--- config.mk ---
export PLATFORM = sky130hd
export DESIGN_NAME = irqmp_prio
export DESIGN_NICKNAME = d
export VERILOG_FILES = /design/src/rtl/irqmp_prio_pkg.sv /design/src/rtl/irqmp_prio_arb.sv /design/src/rtl/irqmp_prio.sv
export SDC_FILE = /design/constraint.sdc
export NUM_CORES = 1
export LEC_CHECK = 0
export ABC_AREA = 1
export CAP_MARGIN = 20
export CORE_ASPECT_RATIO = 0.6
export CORE_MARGIN = 4
export CORE_UTILIZATION = 40
export CTS_BUF_LIST = sky130_fd_sc_hd__clkbuf_2
export DETAILED_ROUTE_END_ITERATION = 8
export PLACE_DENSITY = 0.62
export REMOVE_ABC_BUFFERS = 1
export SYNTH_ARGS = -nofsm -noshare
export SYNTH_HDL_FRONTEND = slang
export SYNTH_SLANG_ARGS = --single-unit
--- constraint.sdc ---
create_clock -name gclk -period 4.45 [get_ports gclk]
set_input_delay 1.335 -clock gclk [delete_from_list [all_inputs] [get_ports gclk]]
set_output_delay 1.335 -clock gclk [all_outputs]
set_load 0.1 [all_outputs]
--- src/rtl/irqmp_prio_pkg.sv ---
// irqmp_prio_pkg: shared types and constants for the multithreaded interrupt
// controller.
//   - Thread-ID width and IO address width used by the IU slice.
//   - iu_clk_type: the clock bundle; only .clk is used.
//   - irqmp_sel_type / irqmp_sel_t: what each thread's IRL table entry refers
//     to (nothing, the IPI, or a device source index).
//   - Register offsets within the block's 256-byte window.
package irqmp_prio_pkg;

  localparam int NTHREADIDMSB = 1;
  localparam int TIDW         = NTHREADIDMSB + 1;
  localparam int NTHREAD      = 1 << TIDW;
  localparam int IO_AWIDTH    = 12;
  localparam int SRC_IDW      = 4;

  typedef struct packed {
    logic clk;
  } iu_clk_type;

  typedef enum logic [1:0] {
    SEL_NONE = 2'd0,
    SEL_IPI  = 2'd1,
    SEL_SRC  = 2'd2
  } irqmp_sel_type;

  typedef logic [SRC_IDW-1:0] irqmp_src_t;

  typedef struct packed {
    irqmp_sel_type kind;
    irqmp_src_t    src;
  } irqmp_sel_t;

  localparam irqmp_sel_t SEL_NONE_V = '{kind: SEL_NONE, src: '0};

  localparam logic [7:0] IRQMP_SRC_BASE = 8'h00;
  localparam logic [7:0] IRQMP_IPI      = 8'h40;
  localparam logic [7:0] IRQMP_MASK     = 8'h44;
  localparam logic [7:0] IRQMP_FORCE    = 8'h48;

endpackage

--- src/rtl/irqmp_prio_arb.sv ---
// irqmp_prio_arb: combinational priority encoder for one thread.
//   cand_i  : pending & mask bits of the thread, one per source
//   level_i : packed 4-bit LEVEL per source (source s at [4*s +: 4])
//   ipi_i   : thread has an inter-processor interrupt pending
//   irl_o   : winning IRL (0 when nothing is eligible)
//   sel_o   : what the winner is (NONE / IPI / SRC with index)
// The highest non-zero LEVEL wins; ties go to the lowest index. A pending IPI
// overrides every device source regardless of level.
module irqmp_prio_arb
  import irqmp_prio_pkg::*;
#(
  parameter int NIRQ      = 4,
  parameter int IPI_LEVEL = 14
) (
  input  logic [NIRQ-1:0]   cand_i,
  input  logic [NIRQ*4-1:0] level_i,
  input  logic              ipi_i,
  output logic [3:0]        irl_o,
  output irqmp_sel_t        sel_o
);

  always_comb begin
    logic [3:0] best;
    best  = '0;
    sel_o = SEL_NONE_V;
    // Strict '>' keeps the lowest index on a tie; starting at 0 excludes LEVEL=0.
    for (int s = 0; s < NIRQ; s++) begin
      if (cand_i[s] && (level_i[s*4 +: 4] > best)) begin
        best  = level_i[s*4 +: 4];
        sel_o = '{kind: SEL_SRC, src: irqmp_src_t'(s)};
      end
    end
    if (ipi_i) begin
      best  = 4'(IPI_LEVEL);
      sel_o = '{kind: SEL_IPI, src: '0};
    end
    irl_o = best;
  end

endmodule

--- src/rtl/irqmp_prio.sv ---
// irqmp_prio: multithreaded interrupt controller for the pipelined IU.
//   gclk      : clock bundle (gclk.clk)
//   rst       : synchronous active-low reset
//   rd_tid    : thread issuing in M1; irl is its table entry
//   irl       : 4-bit IRL for rd_tid
//   irqack    : thread ack_tid took its interrupt trap (XC)
//   ack_tid   : acknowledging thread
//   cfg_en/cfg_rw/cfg_addr/cfg_wdata : configuration write port
//   irq       : device interrupt lines, synchronous to gclk.clk
// A scan counter re-arbitrates one thread per cycle into an IRL table; the
// acknowledge clears the source that table entry recorded.
module irqmp_prio
  import irqmp_prio_pkg::*;
#(
  parameter int         NIRQ      = 4,
  parameter int         IPI_LEVEL = 14,
  parameter logic [3:0] ADDRMASK  = 4'b0
) (
  input  iu_clk_type               gclk,
  input  logic                     rst,
  input  logic [NTHREADIDMSB:0]    rd_tid,
  output logic [3:0]               irl,
  input  logic                     irqack,
  input  logic [NTHREADIDMSB:0]    ack_tid,
  input  logic                     cfg_en,
  input  logic                     cfg_rw,
  input  logic [IO_AWIDTH-1:0]     cfg_addr,
  input  logic [31:0]              cfg_wdata,
  input  logic [NIRQ-1:0]          irq
);

  logic [NIRQ-1:0]    pend_q    [NTHREAD];
  logic [NIRQ-1:0]    pend_d    [NTHREAD];
  logic [NTHREAD-1:0] ipi_q, ipi_d;
  logic [NIRQ-1:0]    mask_q    [NTHREAD];
  logic [NIRQ-1:0]    mask_d    [NTHREAD];
  logic [3:0]         level_q   [NIRQ];
  logic [3:0]         level_d   [NIRQ];
  logic [NIRQ-1:0]    edge_mode_q, edge_mode_d;
  logic [TIDW-1:0]    route_q   [NIRQ];
  logic [TIDW-1:0]    route_d   [NIRQ];
  logic [3:0]         irl_tab_q [NTHREAD];
  logic [3:0]         irl_tab_d [NTHREAD];
  irqmp_sel_t         sel_q     [NTHREAD];
  irqmp_sel_t         sel_d     [NTHREAD];
  logic [TIDW-1:0]    scan_q, scan_d;
  logic [NIRQ-1:0]    prev_q, prev_d;

  // Configuration decode
  logic            blk_wr;
  logic [7:0]      off;
  logic            wr_src, wr_ipi, wr_mask, wr_force;
  logic [TIDW-1:0] wr_tid, ipi_tid;

  assign blk_wr   = cfg_en & cfg_rw & (cfg_addr[IO_AWIDTH-1 -: 4] == ADDRMASK);
  assign off      = cfg_addr[7:0];
  assign wr_src   = blk_wr && (off[7:6] == 2'b00) && (off[1:0] == 2'b00) &&
                    ({1'b0, off[5:2]} < 5'(NIRQ));
  assign wr_ipi   = blk_wr && (off == IRQMP_IPI);
  assign wr_mask  = blk_wr && (off == IRQMP_MASK);
  assign wr_force = blk_wr && (off == IRQMP_FORCE);
  assign wr_tid   = cfg_wdata[16 +: TIDW];
  assign ipi_tid  = cfg_wdata[TIDW-1:0];

  logic unused_bits;
  assign unused_bits = ^{cfg_wdata, cfg_addr};

  // Event capture uses the registered EDGE/ROUTE, so a same-cycle config
  // write only affects later captures.
  logic [NIRQ-1:0] hit;
  always_comb begin
    hit = '0;
    for (int s = 0; s < NIRQ; s++) begin
      hit[s] = edge_mode_q[s] ? (irq[s] & ~prev_q[s]) : irq[s];
    end
  end

  // Arbitration of the scanned thread
  logic [NIRQ*4-1:0] level_pk;
  logic [3:0]        arb_irl;
  irqmp_sel_t        arb_sel;

  always_comb begin
    level_pk = '0;
    for (int s = 0; s < NIRQ; s++) begin
      level_pk[s*4 +: 4] = level_q[s];
    end
  end

  irqmp_prio_arb #(
    .NIRQ      (NIRQ),
    .IPI_LEVEL (IPI_LEVEL)
  ) u_arb (
    .cand_i  (pend_q[scan_q] & mask_q[scan_q]),
    .level_i (level_pk),
    .ipi_i   (ipi_q[scan_q]),
    .irl_o   (arb_irl),
    .sel_o   (arb_sel)
  );

  // Per-thread next state
  irqmp_sel_t ack_sel;
  assign ack_sel = sel_q[ack_tid];

  always_comb begin
    logic [NIRQ-1:0] set_v;
    logic [NIRQ-1:0] clr_v;
    logic            ack_here;
    ipi_d = ipi_q;
    for (int t = 0; t < NTHREAD; t++) begin
      ack_here = irqack && (ack_tid == TIDW'(t));
      set_v    = '0;
      clr_v    = '0;
      for (int s = 0; s < NIRQ; s++) begin
        if (hit[s] && (route_q[s] == TIDW'(t))) set_v[s] = 1'b1;
        if (ack_here && (ack_sel.kind == SEL_SRC) && (ack_sel.src == irqmp_src_t'(s)))
          clr_v[s] = 1'b1;
      end
      if (wr_force && (wr_tid == TIDW'(t))) set_v = set_v | cfg_wdata[NIRQ-1:0];
      // Clear first, then set: a coincident set is never lost.
      pend_d[t] = (pend_q[t] & ~clr_v) | set_v;
      ipi_d[t]  = (ipi_q[t] & ~(ack_here && (ack_sel.kind == SEL_IPI))) |
                  (wr_ipi && (ipi_tid == TIDW'(t)));
      mask_d[t] = (wr_mask && (wr_tid == TIDW'(t))) ? cfg_wdata[NIRQ-1:0] : mask_q[t];

      irl_tab_d[t] = irl_tab_q[t];
      sel_d[t]     = sel_q[t];
      if (scan_q == TIDW'(t)) begin
        irl_tab_d[t] = arb_irl;
        sel_d[t]     = arb_sel;
      end
      // The ack overrides a same-cycle scan so the taken interrupt is not
      // presented again before it has been re-arbitrated.
      if (ack_here) begin
        irl_tab_d[t] = '0;
        sel_d[t]     = SEL_NONE_V;
      end
    end
  end

  // Per-source configuration
  always_comb begin
    edge_mode_d = edge_mode_q;
    for (int s = 0; s < NIRQ; s++) begin
      level_d[s] = level_q[s];
      route_d[s] = route_q[s];
      if (wr_src && (off[5:2] == 4'(s))) begin
        level_d[s]     = cfg_wdata[3:0];
        edge_mode_d[s] = cfg_wdata[4];
        route_d[s]     = cfg_wdata[8 +: TIDW];
      end
    end
  end

  assign scan_d = scan_q + 1'b1;
  assign prev_d = irq;

  always_ff @(posedge gclk.clk) begin
    if (!rst) begin
      pend_q      <= '{default: '0};
      ipi_q       <= '0;
      mask_q      <= '{default: '1};
      level_q     <= '{default: '0};
      edge_mode_q <= '0;
      route_q     <= '{default: '0};
      irl_tab_q   <= '{default: '0};
      sel_q       <= '{default: SEL_NONE_V};
      scan_q      <= '0;
      prev_q      <= '0;
    end else begin
      pend_q      <= pend_d;
      ipi_q       <= ipi_d;
      mask_q      <= mask_d;
      level_q     <= level_d;
      edge_mode_q <= edge_mode_d;
      route_q     <= route_d;
      irl_tab_q   <= irl_tab_d;
      sel_q       <= sel_d;
      scan_q      <= scan_d;
      prev_q      <= prev_d;
    end
  end

  assign irl = irl_tab_q[rd_tid];

endmodule

**After elaboration in Yosys (flattened, before gate mapping)**

Cells that the tools add are included.

- Bits in registers: 110
- Input bits: 57
- Output and inout port bits: 4

- Add/sub/neg operators: 1
- $lt $le $gt $ge: 9
- Equality and inequality tests: 35
- Multiplexer cells: 64
- Bitwise operators: 43
- Reductions and logical operators: 87

Operators with widths:

| operator | number |
|---|---|
| 1-bit logical AND | 70 |
| 4-bit two-way mux | 15 |
| 6-bit two-way mux | 7 |
| 1-bit two-way mux | 37 |
| 2-bit == test (second input constant) | 17 |
| 4-bit OR | 8 |
| 4-bit binary-select mux with 2-bit select | 3 |
| 8-bit by 7-bit == test with 1-bit output (second input constant) | 3 |
| 4-bit bitwise AND | 5 |
| 2-bit logical NOT | 10 |
| 2-bit by 1-bit == test with 1-bit output (second input constant) | 9 |
| 4-bit by 2-bit == test with 1-bit output (second input constant) | 4 |
| 4-bit inverter | 4 |
| 6-bit binary-select mux with 2-bit select | 1 |
| 4-bit greater-than comparator | 3 |
| 4-bit logical NOT | 3 |
| 1-bit bitwise AND | 10 |
| 3-bit greater-or-equal comparator (second input constant) | 3 |
| 1-bit inverter | 9 |
| 2-bit inverter with 3-bit output | 3 |
| 4-bit by 1-bit == test with 1-bit output (second input constant) | 2 |
| 2-bit OR reduction | 4 |
| 4-bit by 1-bit greater-than comparator with 1-bit output (second input constant) | 1 |
| 4-bit by 3-bit less-than comparator with 1-bit output (second input constant) | 1 |
| 4 further kinds | 7 |

**Longest topological paths before layout**

- Word-level depth: 17
- Gate-level depth with buffers: 37
- Depth with buffers taken out: 36

**Cells and area by module**

From an unflattened synthesis, not the netlist that was laid out.

- Cells, all modules: 907
- Area, all modules: 6224.7 um^2

Modules (own cells, without submodules):

| module | times used | cells an instance | area each (um^2) | seq. area each (um^2) |
|---|---|---|---|---|
| irqmp_prio | 1 | 789 | 5550.3 | 2202.1 |
| irqmp_prio_arb | 1 | 118 | 674.4 | 0.0 |

**Worst setup path before layout**

OpenSTA, ideal clock, no wires.

- Path type: input -> output
- Start: input rd_tid[0]
- End: output irl[0]
- Arrival: 3.202 ns
- Setup slack: -0.087 ns
- Cell stages on the path: 4
- Cells stage by stage: clkbuf_1 -> inv_1 -> o21ai_0 -> o22ai_1

- Cells in the longest elaborated chain, start to end: 4

RTL lines:

| what | RTL line | source |
|---|---|---|
| start: declaration | irqmp_prio.sv:21 | `input logic [NTHREADIDMSB:0] rd_tid,` |
| 2-bit inverter with 3-bit output (implied by the code) | irqmp_prio.sv:184 | `assign irl = irl_tab_q[rd_tid];` |
| 4-bit binary-select mux with 2-bit select | irqmp_prio.sv:184 |  |
| 4-bit two-way mux (implied by the code) (2 in a row) | irqmp_prio.sv:184 |  |
| end: declaration | irqmp_prio.sv:22 | `output logic [3:0] irl,` |

No other way between the ends. The select of a mux whose other input is x is not followed.

**Final worst setup path**

- Start: register scan_q[0]
- End: register sel_q[23] (netlist bit)

- Cells in the longest elaborated chain, start to end: 17
- Elaborated cells on any way between the ends: 26
- Those cells by class: order compare (3); mux (16); bitwise (2); reduce/logical (5)

RTL lines:

| what | RTL line | source |
|---|---|---|
| start: declaration | irqmp_prio.sv:46 | `logic [TIDW-1:0] scan_q, scan_d;` |
| start signal: assignment | irqmp_prio.sv:179 | `scan_q <= scan_d;` |
| 2-bit inverter with 3-bit output (implied by the code) | irqmp_prio.sv:94 | `.cand_i (pend_q[scan_q] & mask_q[scan_q]),` |
| 4-bit binary-select mux with 2-bit select | irqmp_prio.sv:94 |  |
| 4-bit two-way mux (implied by the code) (2 in a row) | irqmp_prio.sv:94 |  |
| 4-bit bitwise AND | irqmp_prio.sv:94 |  |
| 1-bit logical AND | irqmp_prio_arb.sv:28 | `if (cand_i[s] && (level_i[s*4 +: 4] > best)) begin` |
| 4-bit two-way mux | irqmp_prio_arb.sv:28 |  |
| 4-bit greater-than comparator | irqmp_prio_arb.sv:28 |  |
| 1-bit logical AND | irqmp_prio_arb.sv:28 |  |
| 4-bit two-way mux | irqmp_prio_arb.sv:28 |  |
| 4-bit greater-than comparator | irqmp_prio_arb.sv:28 |  |
| 1-bit logical AND | irqmp_prio_arb.sv:28 |  |
| 4-bit two-way mux | irqmp_prio_arb.sv:28 |  |
| 4-bit greater-than comparator | irqmp_prio_arb.sv:28 |  |
| 1-bit logical AND | irqmp_prio_arb.sv:28 |  |
| 6-bit two-way mux | irqmp_prio_arb.sv:28 |  |
| 6-bit two-way mux | irqmp_prio_arb.sv:33 | `if (ipi_i) begin` |
| end signal: assignment | irqmp_prio.sv:178 | `sel_q <= sel_d;` |
| end: declaration | irqmp_prio.sv:44 | `irqmp_sel_t sel_q [NTHREAD];` |

Several ways; a longest one is shown, not always the timed one. The select of a mux whose other input is x is not followed.
A chain may end at the register's enable or synchronous reset.

==> metrics <==
result of the run=completed; list of most frequent post-synthesis cells=sky130_fd_sc_hd__nand2_1 (103), sky130_fd_sc_hd__dfxtp_1 (102), sky130_fd_sc_hd__inv_1 (98); cell-internal power=0.001233 W; hold_buf cts=0; fraction of layout cells with a size suffix above 1=14.08%; Avg Cell Area, Syn=7.204 sq um; crit path capture type=flip-flop; final cycle utilization of the critical path=92.73%; EDFF count, synth=0; Largest stage delay, worst path=0.44 ns; switching share of power=29.96%; area of combinational cells with multiple inputs=2643 sq um; share of the core filled with cells in the final layout=49.18%; minimum clock period=4.126 ns; number of top-level pins=61; critical path start-end classification=flip-flop to flip-flop; area taken by flip-flops and latches=2048 sq um; DRT antenna net count=0; per-cell routed wire length=15.79 um; Clock Path Buffers=2; maximum fanout along the worst path=7; number of warning messages in the yosys log=0; leakage dissipation=2.572 nW; initial core utilization=41.57%; required time of the worst setup path=4.95 ns; ant diodes=0; slew at the pin with the worst max-slew slack=0.9648 ns; Cells after Synth=705; NumNets Final=820; cell with the most instances after synthesis=sky130_fd_sc_hd__nand2_1; worst hold slack=0.4639 ns; residual overflow from global routing=0; setup TNS after final layout=0 ns; areal power density over the cells=293.0 nW/um^2; data arrival time at the worst-slack endpoint=4.63 ns; vias per cell=5.266; type of the most critical hold path=flip-flop to flip-flop; number of hold violations in the final report=0; fraction of power consumed by combinational cells=15.0%; net switching power of the design=0.0005273 W; DIE AREA=14620 sq um; number of inserted filler cells in the final layout=1236; Seq/Total Area, Yosys=40.21%; floorplan core area=12220 sq um; Detail Placement HPWL=10.96 mm; category of the worst setup path launch point=flip-flop; share of the synthesized area in the top cell type=40.21%; Clk network pwr share=30.3%; largest net degree at the start of global routing=46; maximum frequency from static timing analysis=0.2423 GHz; synthesized cell area=5079 sq um; Row Count=31; most used flip-flop cell after synthesis=sky130_fd_sc_hd__dfxtp_1; total vias in the final route=4834; fin. max-slew vios=0; largest area contributor in the netlist=sky130_fd_sc_hd__dfxtp_1; distinct cell type count of the synthesized netlist=39; Final Setup Violations=0; Total GRT Usage=19.71%; H-Tree Level Count=3; register bit total from synthesis=102; via count of the first global-routing pass=4451; TritonCTS clock tree=built; synthesis-to-layout area growth=18.30%; share of synthesized registers carrying an async set or reset=0%; number of port buffers=37; number of antenna violations at the first check in global routing=0; Slowest cell on crit path=sky130_fd_sc_hd__dfxtp_4; worst slew slack as a fraction of its limit=35.10%; number of sinks handled by clock tree synthesis=102; total detailed-routing wirelength=14.49 mm; die boundary height=95.28 um; final weighted congestion of routability-driven global placement=0.9217; clock insertion delay at the later pin of the skew report=0.60 ns; Post-Route Skew=0.03241 ns; CTS buffer count=9; sequential fraction of design power=54.6%; clock transition time at the flip-flop clock pins of the worst setup and hold paths=0.28 ns; root buf cell=sky130_fd_sc_hd__clkbuf_2; die width=153.5 um; Maximum Capacitance Violations=0; DRC viols=0; iteration-0 DRC count of the detailed router=415; number of optimization iterations in the first detailed-route pass=5; Peak VDD IR=0.1460 mV; Area contributors post-synth=sky130_fd_sc_hd__dfxtp_1 (40%), sky130_fd_sc_hd__nand2_1 (7.6%), sky130_fd_sc_hd__o21ai_0 (7.5%); first-pass GRT wire length=22.78 mm
==> worst max-delay path, delay by kind of cell (launching register included) <==
| family | cells | cell delay, ns |
|---|---|---|
| AO/OA/AOI/OAI | 4 | 0.58 |
| flip-flops | 1 | 0.44 |
| buffers and inverters | 6 | 0.53 |
| AND/OR/NAND/NOR | 17 | 1.63 |
| adder cells (fa/ha/maj) | 3 | 0.85 |
==> path summary, 6_finish.rpt <==
path | start | endpoint | slack (ns) | cells past startpoint
min | edge_mode_q[1]$_SDFFE_PN0P_ | edge_mode_q[1]$_SDFFE_PN0P_ | 0.46 | 2
max | scan_q[0]$_SDFF_PN0_ | sel_q[23]$_SDFFE_PP0N_ | 0.32 | 30
min reg2reg | edge_mode_q[1]$_SDFFE_PN0P_ | edge_mode_q[1]$_SDFFE_PN0P_ | 0.46 | 2
max reg2reg | scan_q[0]$_SDFF_PN0_ | sel_q[23]$_SDFFE_PP0N_ | 0.32 | 30
==> layout by cell type (no fill, tap or decap), types with 3 or more instances in the layout <==
cell type	synthesis	final
sky130_fd_sc_hd__nand2_1	103	99
sky130_fd_sc_hd__dfxtp_1	102	99
sky130_fd_sc_hd__inv_1	98	96
sky130_fd_sc_hd__o21ai_0	76	74
sky130_fd_sc_hd__nor2_1	63	63
sky130_fd_sc_hd__a21oi_1	67	63
sky130_fd_sc_hd__nand3_1	53	50
sky130_fd_sc_hd__clkdlybuf4s50_1	0	33
sky130_fd_sc_hd__buf_4	3	18
sky130_fd_sc_hd__o211ai_1	16	16
sky130_fd_sc_hd__nand2_2	9	13
sky130_fd_sc_hd__o21ai_1	13	11
sky130_fd_sc_hd__ha_1	15	11
sky130_fd_sc_hd__inv_2	9	10
sky130_fd_sc_hd__nand3_2	7	10
sky130_fd_sc_hd__clkbuf_2	0	9
sky130_fd_sc_hd__a21oi_2	4	8
sky130_fd_sc_hd__nand2_4	4	4
sky130_fd_sc_hd__o21ai_2	1	4
sky130_fd_sc_hd__o22ai_1	4	4
sky130_fd_sc_hd__a21boi_0	4	4
sky130_fd_sc_hd__a211oi_1	4	4
sky130_fd_sc_hd__ha_4	0	4
sky130_fd_sc_hd__buf_12	0	4
sky130_fd_sc_hd__a22oi_1	3	3
sky130_fd_sc_hd__a221oi_1	3	3
sky130_fd_sc_hd__nor4_2	3	3
sky130_fd_sc_hd__a211oi_2	3	3
==> what timing repair did <==
item,in CTS,in global routing
resized for setup,0,30
setup endpoints to repair,0,28
buffers inserted,0,1
==> through the flow <==
step	cell area [sq um]	setup WS, ns	cells	power (W)
3_3_place_gp	5725	0.1788	901	0.001228
4_1_cts	5876	0.03338	917	0.001772
2_1_floorplan	4974	0.09127	681	0.001122
5_1_grt	6008	-0.03239	918	0.001837
6_report	6008	0.3236	918	0.001760
3_5_place_dp	5725	0.1063	901	0.001235
==> logic make-up (layout without fill, tap and decap cells) <==
group	after synthesis	count (layout)	synth area share, %
AND/OR/NAND/NOR	253	253	22.99
AO/OA/AOI/OAI	204	204	23.13
buffers and inverters	131	179	9.978
flip-flops	102	102	40.21
adder cells (fa/ha/maj)	15	15	3.695
==> per-layer routing <==
| layer | routed length [um] | up-vias | GRT usage (%) |
|---|---|---|---|
| met5 | 0 | - | 0 |
| met4 | 91 | 0 | 3.674 |
| met3 | 945 | 7 | 4.172 |
| met2 | 5914 | 121 | 28.04 |
| met1 | 7541 | 2273 | 30.57 |
| li1 | - | 2433 | - |
==> state kept, by name, indices dropped and copies added (netlist names) <==
name and count:
level_pk 16, mask_q 16, ipi_q 4, edge_mode_q 4
route_q 8, pend_q 16, prev_q 4, scan_q 2
sel_q 16, irl_tab_q 16
==> power groups by stage <==
stage          combinational, W  sequential [W]  clock, W
6_report               0.000265        0.000962  0.000534
5_1_grt                0.000290        0.000966  0.000582
4_1_cts                0.000259        0.000961  0.000551
3_5_place_dp           0.000258        0.000977         0
3_3_place_gp           0.000252        0.000976         0
2_1_floorplan          0.000149        0.000974         0
==> cell type report <==
cell class / count / area share, %
tap: 165 / 3.436
timing repair buffer: 56 / 9.267
inverter: 107 / 6.726
clock inverter: 7 / 1.749
clock buffer: 9 / 0.7497
sequential: 102 / 34.09
multi-input combinational: 472 / 43.98
(Power assumes the default switching activity.)
